[config.mk]
export PLATFORM = sky130hd
export DESIGN_NAME = miss_entry_alloc
export DESIGN_NICKNAME = d
export VERILOG_FILES = /design/src/rtl/miss_entry_alloc_pkg.sv /design/src/rtl/miss_issue_arbiter.sv /design/src/rtl/miss_entry_alloc.sv
export SDC_FILE = /design/constraint.sdc
export NUM_CORES = 1
export LEC_CHECK = 0
export ABC_CLOCK_PERIOD_IN_PS = 4190
export CORE_ASPECT_RATIO = 1.2
export CORE_MARGIN = 1
export CORE_UTILIZATION = 40
export DETAILED_ROUTE_END_ITERATION = 10
export GPL_ROUTABILITY_DRIVEN = 0
export HOLD_SLACK_MARGIN = 0.12
export PLACE_DENSITY = 0.66
export SYNTH_ARGS = -nofsm -noshare
export SYNTH_HDL_FRONTEND = slang
export SYNTH_SLANG_ARGS = --single-unit
[constraint.sdc]
create_clock -name clk -period 4.19 [get_ports clk]
set_input_delay 0.6285 -clock clk [delete_from_list [all_inputs] [get_ports clk]]
set_output_delay 0.6285 -clock clk [all_outputs]
set_load 0.05 [all_outputs]
[src/rtl/miss_entry_alloc_pkg.sv]
// Shared types and sizing for the miss entry allocator: entry state, entry record, table geometry.
package miss_entry_alloc_pkg;
  localparam int MISS_ENTRIES          = 4;
  localparam int CACHE_LINE_ADDR_WIDTH = 26;
  localparam int MISS_THREADS          = 4;

  typedef enum logic [1:0] {
    FREE       = 2'd0,
    WAIT_ISSUE = 2'd1,
    PENDING    = 2'd2
  } miss_entry_state_t;

  typedef struct packed {
    miss_entry_state_t                state;
    logic [CACHE_LINE_ADDR_WIDTH-1:0] addr;
    logic [MISS_THREADS-1:0]          waiters;
  } miss_entry_t;
endpackage

[src/rtl/miss_issue_arbiter.sv]
// Round-robin arbiter over WAIT_ISSUE entries; the grant is locked while the L2 request stalls
// so the presented address cannot change until accepted. Pointer moves past the winner on update.
module miss_issue_arbiter #(
  parameter int N  = 4,
  parameter int IW = $clog2(N)
) (
  input  logic         clk,
  input  logic         rst,
  input  logic [N-1:0] req,
  input  logic         update,
  output logic [N-1:0] grant
);
  logic [IW-1:0] ptr_q, ptr_d;
  logic          lock_q, lock_d;
  logic [N-1:0]  held_q, held_d;
  logic [N-1:0]  rr_grant;
  logic [IW-1:0] idx;
  logic          found;

  always_comb begin
    rr_grant = '0;
    found    = 1'b0;
    idx      = '0;
    for (int i = 0; i < N; i++) begin
      idx = IW'((int'(ptr_q) + i) % N);
      if (!found && req[idx]) begin
        rr_grant[idx] = 1'b1;
        found         = 1'b1;
      end
    end
    grant  = lock_q ? held_q : rr_grant;
    ptr_d  = ptr_q;
    lock_d = lock_q;
    held_d = held_q;
    if (update) begin
      lock_d = 1'b0;
      for (int i = 0; i < N; i++) begin
        if (grant[i]) ptr_d = IW'((i + 1) % N);
      end
    end else if (|grant) begin
      lock_d = 1'b1;
      held_d = grant;
    end
  end

  always_ff @(posedge clk or posedge rst) begin
    if (rst) begin
      ptr_q  <= '0;
      lock_q <= 1'b0;
      held_q <= '0;
    end else begin
      ptr_q  <= ptr_d;
      lock_q <= lock_d;
      held_q <= held_d;
    end
  end
endmodule

[src/rtl/miss_entry_alloc.sv]
// Miss entry allocator/tracker in front of the miss-address CAM; merges duplicates, one L2 request per line.
// Optional perf pulses and stall counter under MISS_ALLOC_PERF_EN (tied 0 otherwise).
module miss_entry_alloc
  import miss_entry_alloc_pkg::*;
#(
  parameter int NUM_ENTRIES = MISS_ENTRIES,
  parameter int ADDR_WIDTH  = CACHE_LINE_ADDR_WIDTH,
  parameter int THREADS     = MISS_THREADS,
  parameter int INDEX_WIDTH = $clog2(NUM_ENTRIES)
) (
  input  logic                       clk,
  input  logic                       reset,
  input  logic                       miss_en,
  input  logic [ADDR_WIDTH-1:0]      miss_addr,
  input  logic [$clog2(THREADS)-1:0] miss_thread,
  output logic                       miss_ready,
  output logic [ADDR_WIDTH-1:0]      cam_lookup_key,
  input  logic                       cam_lookup_hit,
  input  logic [INDEX_WIDTH-1:0]     cam_lookup_idx,
  output logic                       cam_update_en,
  output logic [ADDR_WIDTH-1:0]      cam_update_key,
  output logic [INDEX_WIDTH-1:0]     cam_update_idx,
  output logic                       cam_update_valid,
  output logic                       l2_req_valid,
  output logic [ADDR_WIDTH-1:0]      l2_req_addr,
  output logic [INDEX_WIDTH-1:0]     l2_req_idx,
  input  logic                       l2_req_ready,
  input  logic                       fill_en,
  input  logic [INDEX_WIDTH-1:0]     fill_idx,
  output logic                       wake_en,
  output logic [THREADS-1:0]         wake_bitmap,
  output logic                       full,
  output logic                       perf_miss_merge,
  output logic                       perf_miss_alloc,
  output logic [31:0]                perf_miss_stall_count
);
  miss_entry_t              entries_q [NUM_ENTRIES];
  miss_entry_t              entries_d [NUM_ENTRIES];
  logic                     wake_en_q, wake_en_d;
  logic [THREADS-1:0]       wake_bitmap_q, wake_bitmap_d;
  logic                     any_free;
  logic [INDEX_WIDTH-1:0]   free_idx;
  logic [NUM_ENTRIES-1:0]   issue_req, issue_gnt;
  logic [INDEX_WIDTH-1:0]   gnt_idx;
  logic                     issue_fire, accept, merge, alloc, merge_fill;
  logic [THREADS-1:0]       thr_bit;

  always_comb begin
    any_free  = 1'b0;
    free_idx  = '0;
    issue_req = '0;
    gnt_idx   = '0;
    for (int i = NUM_ENTRIES - 1; i >= 0; i--) begin
      if (entries_q[i].state == FREE) begin
        any_free = 1'b1;
        free_idx = INDEX_WIDTH'(i);
      end
    end
    for (int i = 0; i < NUM_ENTRIES; i++) begin
      issue_req[i] = (entries_q[i].state == WAIT_ISSUE);
      if (issue_gnt[i]) gnt_idx = INDEX_WIDTH'(i);
    end
  end

  miss_issue_arbiter #(.N(NUM_ENTRIES), .IW(INDEX_WIDTH)) u_arb (
    .clk    (clk),
    .rst    (reset),
    .req    (issue_req),
    .update (issue_fire),
    .grant  (issue_gnt)
  );

  // The fill owns the CAM write port, so a new allocation must wait out the fill cycle.
  assign miss_ready     = cam_lookup_hit || (any_free && !fill_en);
  assign accept         = miss_en && miss_ready;
  assign merge          = accept && cam_lookup_hit;
  assign alloc          = accept && !cam_lookup_hit;
  assign merge_fill     = merge && (cam_lookup_idx == fill_idx) && fill_en;
  assign thr_bit        = {{(THREADS-1){1'b0}}, 1'b1} << miss_thread;
  assign cam_lookup_key = miss_addr;
  assign l2_req_valid   = |issue_req;
  assign l2_req_idx     = gnt_idx;
  assign l2_req_addr    = entries_q[gnt_idx].addr;
  assign issue_fire     = l2_req_valid && l2_req_ready;
  assign full           = !any_free;
  assign wake_en        = wake_en_q;
  assign wake_bitmap    = wake_bitmap_q;

  always_comb begin
    entries_d        = entries_q;
    cam_update_en    = 1'b0;
    cam_update_valid = 1'b0;
    cam_update_key   = '0;
    cam_update_idx   = '0;
    wake_en_d        = fill_en;
    wake_bitmap_d    = '0;
    if (issue_fire) entries_d[gnt_idx].state = PENDING;
    if (merge) entries_d[cam_lookup_idx].waiters = entries_d[cam_lookup_idx].waiters | thr_bit;
    if (fill_en) begin
      wake_bitmap_d                = entries_q[fill_idx].waiters | ({THREADS{merge_fill}} & thr_bit);
      entries_d[fill_idx].state    = FREE;
      entries_d[fill_idx].waiters  = '0;
      cam_update_en                = 1'b1;
      cam_update_key               = entries_q[fill_idx].addr;
      cam_update_idx               = fill_idx;
    end else if (alloc) begin
      entries_d[free_idx].state    = WAIT_ISSUE;
      entries_d[free_idx].addr     = miss_addr;
      entries_d[free_idx].waiters  = thr_bit;
      cam_update_en                = 1'b1;
      cam_update_valid             = 1'b1;
      cam_update_key               = miss_addr;
      cam_update_idx               = free_idx;
    end
  end

  always_ff @(posedge clk or posedge reset) begin
    if (reset) begin
      for (int i = 0; i < NUM_ENTRIES; i++) begin
        entries_q[i].state   <= FREE;
        entries_q[i].addr    <= '0;
        entries_q[i].waiters <= '0;
      end
      wake_en_q     <= 1'b0;
      wake_bitmap_q <= '0;
    end else begin
      entries_q     <= entries_d;
      wake_en_q     <= wake_en_d;
      wake_bitmap_q <= wake_bitmap_d;
    end
  end

  assert property (@(posedge clk) disable iff (reset) fill_en |-> entries_q[fill_idx].state == PENDING);

`ifdef MISS_ALLOC_PERF_EN
  logic        perf_merge_q, perf_merge_d;
  logic        perf_alloc_q, perf_alloc_d;
  logic [31:0] stall_cnt_q, stall_cnt_d;

  always_comb begin
    perf_merge_d = merge;
    perf_alloc_d = alloc;
    stall_cnt_d  = stall_cnt_q;
    if (miss_en && !miss_ready && (stall_cnt_q != 32'hffff_ffff)) stall_cnt_d = stall_cnt_q + 32'd1;
  end

  always_ff @(posedge clk or posedge reset) begin
    if (reset) begin
      perf_merge_q <= 1'b0;
      perf_alloc_q <= 1'b0;
      stall_cnt_q  <= '0;
    end else begin
      perf_merge_q <= perf_merge_d;
      perf_alloc_q <= perf_alloc_d;
      stall_cnt_q  <= stall_cnt_d;
    end
  end

  assign perf_miss_merge       = perf_merge_q;
  assign perf_miss_alloc       = perf_alloc_q;
  assign perf_miss_stall_count = stall_cnt_q;
`else
  assign perf_miss_merge       = 1'b0;
  assign perf_miss_alloc       = 1'b0;
  assign perf_miss_stall_count = 32'd0;
`endif
endmodule
# [Yosys cells after proc, flatten, opt, wreduce, memory -nomap -nowiden]
# Index checks and enable logic that the tools add are counted.
# Widths: inputs -> output; s select.
[totals] register_bits=140
[classes] addsub=3 n_bitwise=11 n_reduce_logical=35 muxes=83 shift=1 n_eq_ne=5 magnitude_cmp=16
[op_table] operator="$bwmux 128" count=7
[op_table] operator="$mux 128" count=4
[op_table] operator="$demux 32 s2" count=7
[op_table] operator="$bmux 32 s2" count=3
[op_table] operator="$mux 30" count=5
[op_table] operator="$mux 32" count=3
[op_table] operator="$mux 26" count=2
[op_table] operator="$mux 4" count=11
[op_table] operator="$mux 2" count=12
[op_table] operator="$mux 1" count=21
[op_table] operator="$or 4x4->4" count=5
[op_table] operator="$logic_and 1x1->1" count=18
[op_table] operator="$ge 3x3->1 const B" count=4
[op_table] operator="$lt 2x3->1 const B" count=4
[op_table] operator="$lt 3x1->1 const B" count=4
[op_table] operator="$not 2->3" count=4
[op_table] operator="$bmux 1 s2" count=4
[op_table] operator="$demux 1 s2" count=4
[op_table] operator="$eq 2x1->1 const B" count=4
[op_table] operator="$ge 2x1->1 const B" count=4
[op_table] operator="$logic_not 2->1" count=4
[op_table] operator="$reduce_or 4->1" count=2
[op_table] operator="$logic_not 1->1" count=6
[op_table] operator="$add 2x2->2 const B" count=2
[op_table] operator="9 further kinds" count=10

# [Depth between registers and ports, before layout]
[logic_depth] depth_word=35 depth_mapped=10

# [Modules after synthesis]
# Synthesis repeated with hierarchy kept, for this count alone.
[unflattened] hier_cells=883 area_unflattened_um2=8354.3
[by_module_without_submodules] mod="miss_entry_alloc" instances=1 area_per_inst_um2=7594.8 seq_area_each_um2=3328.2 cells_per_inst=814
[by_module_without_submodules] mod="miss_issue_arbiter" instances=1 area_per_inst_um2=759.5 seq_area_each_um2=175.2 cells_per_inst=69

# [Worst setup path after synthesis]
# Ideal clock, no wire load.
[synth_timing] path_kind="reg-to-output" from="register (tool-made name)" to="output cam_update_key[13]" path_slack_ns=0.435 path_buffers=2 arrival_time_ns=3.127 stages_incl_launch_ff=8 cell_sequence="dfrtp_1 > buf_2 > o22ai_1 > nor3_1 > nand2b_1 > inv_2 > buf_1 > a22o_1"
[synth_rtl] item="end, declared" line_no="miss_entry_alloc.sv:21" text="output logic [ADDR_WIDTH-1:0] cam_update_key,"

# [Worst setup path in the final report]
[layout_timing] from="register entries_q[126] in the netlist's numbering" to="output l2_req_addr[11]"
[layout_via] elab_chain_len=21 word_cells_on_any_way=33
[layout_lines] item="start, declared" line_no="miss_entry_alloc.sv:37" text="miss_entry_t entries_q [NUM_ENTRIES];"
[layout_lines] item="start signal, assigned" line_no="miss_entry_alloc.sv:127" text="entries_q <= entries_d;"
[layout_lines] item="$eq 2x1->1 (*)" line_no="miss_entry_alloc.sv:60" text="issue_req[i] = (entries_q[i].state == WAIT_ISSUE);"
[layout_lines] item="$bmux 1 s2" line_no="miss_issue_arbiter.sv:26" text="if (!found && req[idx]) begin"
[layout_lines] item="$mux 1 (implied by the code)" line_no="miss_issue_arbiter.sv:26"
[layout_lines] item="$mux 1" line_no="miss_issue_arbiter.sv:26"
[layout_lines] item="$logic_not 1->1" line_no="miss_issue_arbiter.sv:26"
[layout_lines] item="$logic_and 1x1->1" line_no="miss_issue_arbiter.sv:26"
[layout_lines] item="$mux 1" line_no="miss_issue_arbiter.sv:26"
[layout_lines] item="$logic_not 1->1" line_no="miss_issue_arbiter.sv:26"
[layout_lines] item="[... 4 more ...]"
[layout_lines] item="$mux 4 (*)" line_no="miss_issue_arbiter.sv:26"
[layout_lines] item="$mux 4 (*)" line_no="miss_issue_arbiter.sv:31" text="grant = lock_q ? held_q : rr_grant;"
[layout_lines] item="$mux 1" line_no="miss_entry_alloc.sv:61" text="if (issue_gnt[i]) gnt_idx = INDEX_WIDTH'(i);"
[layout_lines] item="$mux 2" line_no="miss_entry_alloc.sv:61"
[layout_lines] item="$mux 2 (*)" line_no="miss_entry_alloc.sv:61"
[layout_lines] item="$not 2->3 (implied by the code) (*)" line_no="miss_entry_alloc.sv:83" text="assign l2_req_addr = entries_q[gnt_idx].addr;"
[layout_lines] item="$bmux 32 s2 (*)" line_no="miss_entry_alloc.sv:83"
[layout_lines] item="$mux 30 (implied by the code) (*) (2 in series)" line_no="miss_entry_alloc.sv:83"
[layout_lines] item="end, declared" line_no="miss_entry_alloc.sv:25" text="output logic [ADDR_WIDTH-1:0] l2_req_addr,"
# Every way passes the cells marked *; elsewhere a longest branch is shown, timed or not. The select of a mux whose other input is x is not followed.

==> run metrics <==
status finished clean; Hold Path Depth 2; post-synth cell types 60; GRT Total Usage between 20% and 30%; final wirelength between 20000 and 25000 um; Net Sw Frac 46.0%; crit path DAT 3410 ps; Cells after Synth 834; detailed-placement wirelength estimate approximately 16000 um; Rows 58; commonest cells in the netlist 140 x dfrtp_1, 128 x nand2_1, 78 x mux2_2, 62 x buf_4, 40 x nor2_1; CP top delay family compound AO/OA/AOI/OAI gates; Synth area leaders dfrtp_1 40%, mux2_2 10%, mux4_2 9.3%; crit-path max cell delay just under 600 ps; largest family of logic cells by synthesized area multiplexers; internal power between 5 and 6 mW; sequential fraction of the synthesis area approximately 40%; crit share post-route between 90% and 100%; CTS sink count 140; asr flop ratio synth 100%; Worst Hold Class register to register; CTS tree done; Post-CTS Hold Fix Bufs 0; die width 137 um; CP max stage cell mux4_2; worst slew pin tran 1040 ps; Clk pwr share about 15%; synthesized area 8760 um2; Slew Viols, Final 0; first-pass GRT wire length between 30000 and 40000 um; IR Drop Worst-Case VDD around 0.73 mV; crit path time final just over 4000 ps; Synth Area in Adders 0.857%; type of the worst setup path register to output port; XOR/XNOR Fraction of Synth Area 0.200%; Post-synth EDFFs 0; Via density approximately 5.7; routed vias a little under 7000; clk_skew 6.78 ps; leak pwr 4.69 nW; Core ar. ~21000 um2; total power draw a little under 10 mW; FF+latch count, synth 140; combinational share of power 61.1%; Reg clk slew, reported paths 60 ps; Die Height between 150 and 200 um; Simple-Gate Fraction of Synth Area a little over an eighth; Net Switching about 4.5 mW; post-synthesis compound-gate area fraction ~17%; pin count of the biggest net entering global routing 75; layout net count between 900 and 1000; Avg Cell Area, Syn between 10 and 15 um2; stages on the worst setup path 9; remaining global-route overflow 0; worst reg2reg path depth 9; YS warnings 0; total clock buffers created by CTS 17; Seq pwr share between 20% and 30%; count leader, synth dfrtp_1; fin cells roughly 1200; number of global-route vias before repair 6879; H-tree levels 4; Synth area leader dfrtp_1; cell count after placement between 1000 and 1500; worst hold slack a little over 500 ps; critical-path cell list nor2b_4, mux4_2, a32o_1, a211oi_2, a31o_2, buf_6, o21ai_0, o21ai_1, buf_12; RSZ-0062 raised after global routing false; main flop type after synthesis dfrtp_1; Post-CTS Setup Bufs 0; Post-DP Area approximately 10000 um2; Initial Util 41.3%; Finished Cell Area 10800 um2; # DRC 0; Final Hold Vio Count 0; CP Capture Type output port; PwrDens between 800 and 900 nW/um2; Slew headroom 30.2%; Starting DRT DRC Count 458; CP required approximately 3600 ps; WP buf/inv 2; initial antenna violation count 0; TNS Setup 0 ps; First-pass DRT Iterations 5; wire per inst slightly above 20 um; multiplexer area fraction after synthesis around a fifth; setup violators final 0; n_diodes 0; worst-path maximum fanout 21; Buffers on Ports roughly 130; Area Overhead vs Synth 23.9%; maximum buffer depth of the clock tree 2; Setup crit start kind register; num ports about 160; root buffer cell clkbuf_16; Die Footprint between 20000 and 25000 um2; worst skew pair latency roughly 420 ps; layout cells sized above 1 a little over a quarter; post-synth top area share 40.0%; Routed Antenna Nets 0; max_cap viols 0; fmax ~0.25 GHz
==> layout make-up <==
class / instances / area (um2)
Tap cell: 270 / 338
Fill cell: 1899 / 10300
Clock inverter: 10 / 92.6
Inverter: 10 / 41.3
Sequential cell: 140 / 3510
Timing Repair Buffer: 152 / 1780
Multi-Input combinational cell: 602 / 4630
Clock buffer: 21 / 460
==> stage by stage <==
step,util (%),setup WS (ps)
2_1_floorplan,-,435
3_3_place_gp,48.5,519
3_5_place_dp,48.5,475
4_1_cts,51.1,0.630
5_1_grt,51.2,6.95
6_report,51.2,147
==> final timing paths <==
check | end | slack, ps | start
max | l2_req_addr[11] | 150 | entries_q[126]$_DFF_PP0_
min | u_arb.held_q[2]$_DFFE_PP0P_ | 520 | u_arb.held_q[2]$_DFFE_PP0P_
min reg2reg | u_arb.held_q[2]$_DFFE_PP0P_ | 520 | u_arb.held_q[2]$_DFFE_PP0P_
max reg2reg | entries_q[94]$_DFF_PP0_ | 1250 | u_arb.ptr_q[0]$_DFFE_PP0P_
max in group asynchronous | u_arb.ptr_q[1]$_DFFE_PP0P_ | 2530 | reset
min in group asynchronous | entries_q[57]$_DFFE_PP0P_ | 710 | reset
==> state kept, by name, summed over array words and instances (netlist names), named ones only <==
| signal | count |
|---|---|
| entries_q | 125 |
| u_arb.held_q | 4 |
| wake_en | 1 |
| u_arb.ptr_q | 2 |
| wake_bitmap | 4 |
| u_arb.lock_q | 1 |
==> worst min-delay path: stages, from the launching register on <==
cell     delay [ps]
dfrtp_1         370
inv_1            50
o22ai_1          50
==> placed cells by master (no fill, tap or decap), types with 12 or more instances in the layout <==
| cell type | n |
|---|---|
| and2_1 | 33 |
| a22o_1 | 29 |
| buf_12 | 32 |
| a221oi_2 | 24 |
| buf_4 | 19 |
| nor2_1 | 40 |
| dfrtp_1 | 138 |
| mux4_2 | 36 |
| clkbuf_16 | 17 |
| a21oi_1 | 25 |
| o21ai_0 | 29 |
| mux2_2 | 78 |
| o21ai_1 | 38 |
| conb_1 | 34 |
| nor2b_1 | 12 |
| nand2_1 | 126 |
| clkdlybuf4s50_1 | 96 |
==> power groups by stage <==
stage,clock network [mW],registers [mW],logic [mW]
2_1_floorplan,0,2.22,4.00
3_3_place_gp,0,2.34,5.87
3_5_place_dp,0,2.36,5.92
4_1_cts,1.47,2.34,5.96
5_1_grt,1.52,2.43,6.27
6_report,1.43,2.35,5.94
==> cell families after synthesis <==
family / Yosys count
simple gates: 251
compound gates: 195
flops: 140
buf+inv: 125
mux: 114
fa+ha+maj: 6
xor+xnor: 2
other cells: 1
==> routing by layer <==
metal / up-vias / routed length (um) / track usage (%) / share of wire [%]
met2: 273 / 11800 / 36.8 / 49
met1: 3482 / 10700 / 30.8 / 44
met3: 34 / 1330 / 3.77 / 5.5
met4: 0 / 461 / 7.79 / 1.9
li1: 3121 / - / - / -
met5: - / 0 / 0 / 0
==> repair_timing <==
action                     in CTS  in global routing
setup endpoints to repair       0                 27
hold endpoints to repair        0                  0
gates resized for setup         0                  8
No activity file was read; power rests on OpenSTA's default activity.
==> variant, RTL diff (same settings) <==
Set the package constant `MISS_ENTRIES` to 8 (it was 4).
--- a/src/rtl/miss_entry_alloc_pkg.sv
+++ b/src/rtl/miss_entry_alloc_pkg.sv
@@ -1,5 +1,5 @@
 // Shared types and sizing for the miss entry allocator: entry state, entry record, table geometry.
 package miss_entry_alloc_pkg;
-  localparam int MISS_ENTRIES          = 4;
+  localparam int MISS_ENTRIES          = 8;
   localparam int CACHE_LINE_ADDR_WIDTH = 26;
   localparam int MISS_THREADS          = 4;
Ports: changed (resized cam_lookup_idx, cam_update_idx, fill_idx and l2_req_idx); port bits go from 164 to 168. The function was not compared with the original's and may differ.
==> variant against the original RTL <==
- the run now ends with negative setup slack left
- sequential cell count rose by 133
- hold slack got worse by 77 ps
- wire length rose by 140%
- clock power rose by 80%
- final area rose by 110%
- power rose by 100%
- sequential power rose by 69%
- synthesized area rose by 92%
- setup slack got worse by 1100 ps
- sequential share of layout area fell by 2.6 points
- maximum frequency fell by 22%
==> variant: results (changes against the original RTL) <==
* Leakage power at 9.78 nW (+110%)
* Wire length on met1 at 22900 um (+120%)
* Later-pin clock latency in the skew report at 600 ps (+180 ps)
* Max VDD drop at 0.000569 V (-22%)
* Hold Path Sink: wake_en
* Xor and xnor area share after synthesis at 0.409% (+0.21 points)
* Post-CTS Resized at 88 (+88)
* Adder-Cell Fraction of Synth Area at 0.446% (-0.41 points)
* Sequential share of the synthesized area at 40.6% (+0.62 points)
* Seq group at 3.96 mW (+69%)
* Initial DRC Count at 1396 (+200%)
* Initial antenna violation count at 1 (+1)
* Pwr dens at 844 mW/mm^2 (-5.9%)
* Compound-Gate Fraction of Synth Area at 16.4% (-0.93 points)
* Num CTS Buffers at 29 (+12)
* Met3 global-route usage at 4.26% (+0.49 points)
* Pre-CTS setup slack at -453 ps (-928 ps)
* H-tree Lvls at 1 (-3)
* Post-route worst setup slack at -980 ps (-1130 ps)
* Largest net degree at the start of global routing at 69 (-8.0%)
* # Post-CTS Setup Buffers at 20 (+20)
* RR Endpoint: entries_q[158]
* Met2 Use GR at 45.7% (+8.8 points)
* Endpoints failing setup at 31 (+31)
* Failing checks: negative setup slack
* Layout cells sized above 1 at 42.1% (+16 points)
* Status: finished, violations left
* R2R cell count at 15 (+6)
* Final Hold Slack at 440 ps (-76.6 ps)
* Worst min-delay path category: primary input to flop
* Hold path start: fill_en
* Clock Path Buffers at 3 (+1)
* Synth area leaders: dfrtp_1, mux2_2, mux2i_1
* Met1 Use GR at 33.7% (+2.9 points)
* Fin Setup TNS at -25920 ps (-25920 ps)
* Relative slew slack at 34.2% (+4.0 points)
* Largest stage delay on the critical path at 550 ps (-30 ps)
* First-pass GRT wire length at 89100 um (+130%)
* Routed WL per cell at 24.8 um (+23%)
* R2R setup slack at -70 ps (-1320 ps)
* NetSw at 8.37 mW (+87%)
* Metal2 WL at 29200 um (+150%)
* Met3 routed WL at 4270 um (+220%)
* Vias in the first global route at 15000 (+120%)
* Clk_skew at 34.2 ps (+27.4 ps)
* Total GRT Usage at 26.9% (+4.1 points)
* CP max FO at 11 (-48%)
* Routed vias/inst at 6.21 (+8.3%)
* Worst path top cell family by delay: multiplexers
* Crit path DAT at 4540 ps (+1130 ps)
* CP Capture Point: l2_req_addr[23]
* Fillers at 3373 (+78%)
* Synth cell count leaders: dfrtp_1, mux2_2, mux2i_1, nand2_1, nor2_1
## variant: cell count changes after synthesis, moves of 20 or more
| cell | delta |
|---|---|
| dfrtp_1 | +133 |
| nor2_1 | +58 |
| mux2i_1 | +100 |
| mux2_2 | +184 |
| o21ai_1 | -34 |
| nand2_1 | -28 |
| o21ai_0 | +26 |
| a221oi_2 | -24 |
| a21oi_1 | +32 |
| o221ai_1 | +36 |
| a222oi_1 | +26 |
| and2_1 | -20 |
| clkbuf_1 | +56 |
## variant: stage by stage
stage	cell area [sq um]	std cells
2_1_floorplan	17600	1608
3_3_place_gp	20800	2292
3_5_place_dp	20800	2292
4_1_cts	22400	2368
5_1_grt	23000	2396
6_report	23000	2396
## variant: final cells by class
class / count / share of cell area (%)
inverter: 22 / 0.397
timing repair buffer: 370 / 17.5
multi-input combinational: 1139 / 45.4
clock buffer: 45 / 3.80
clock inverter: 8 / 0.261
tap: 539 / 2.93
sequential: 273 / 29.7
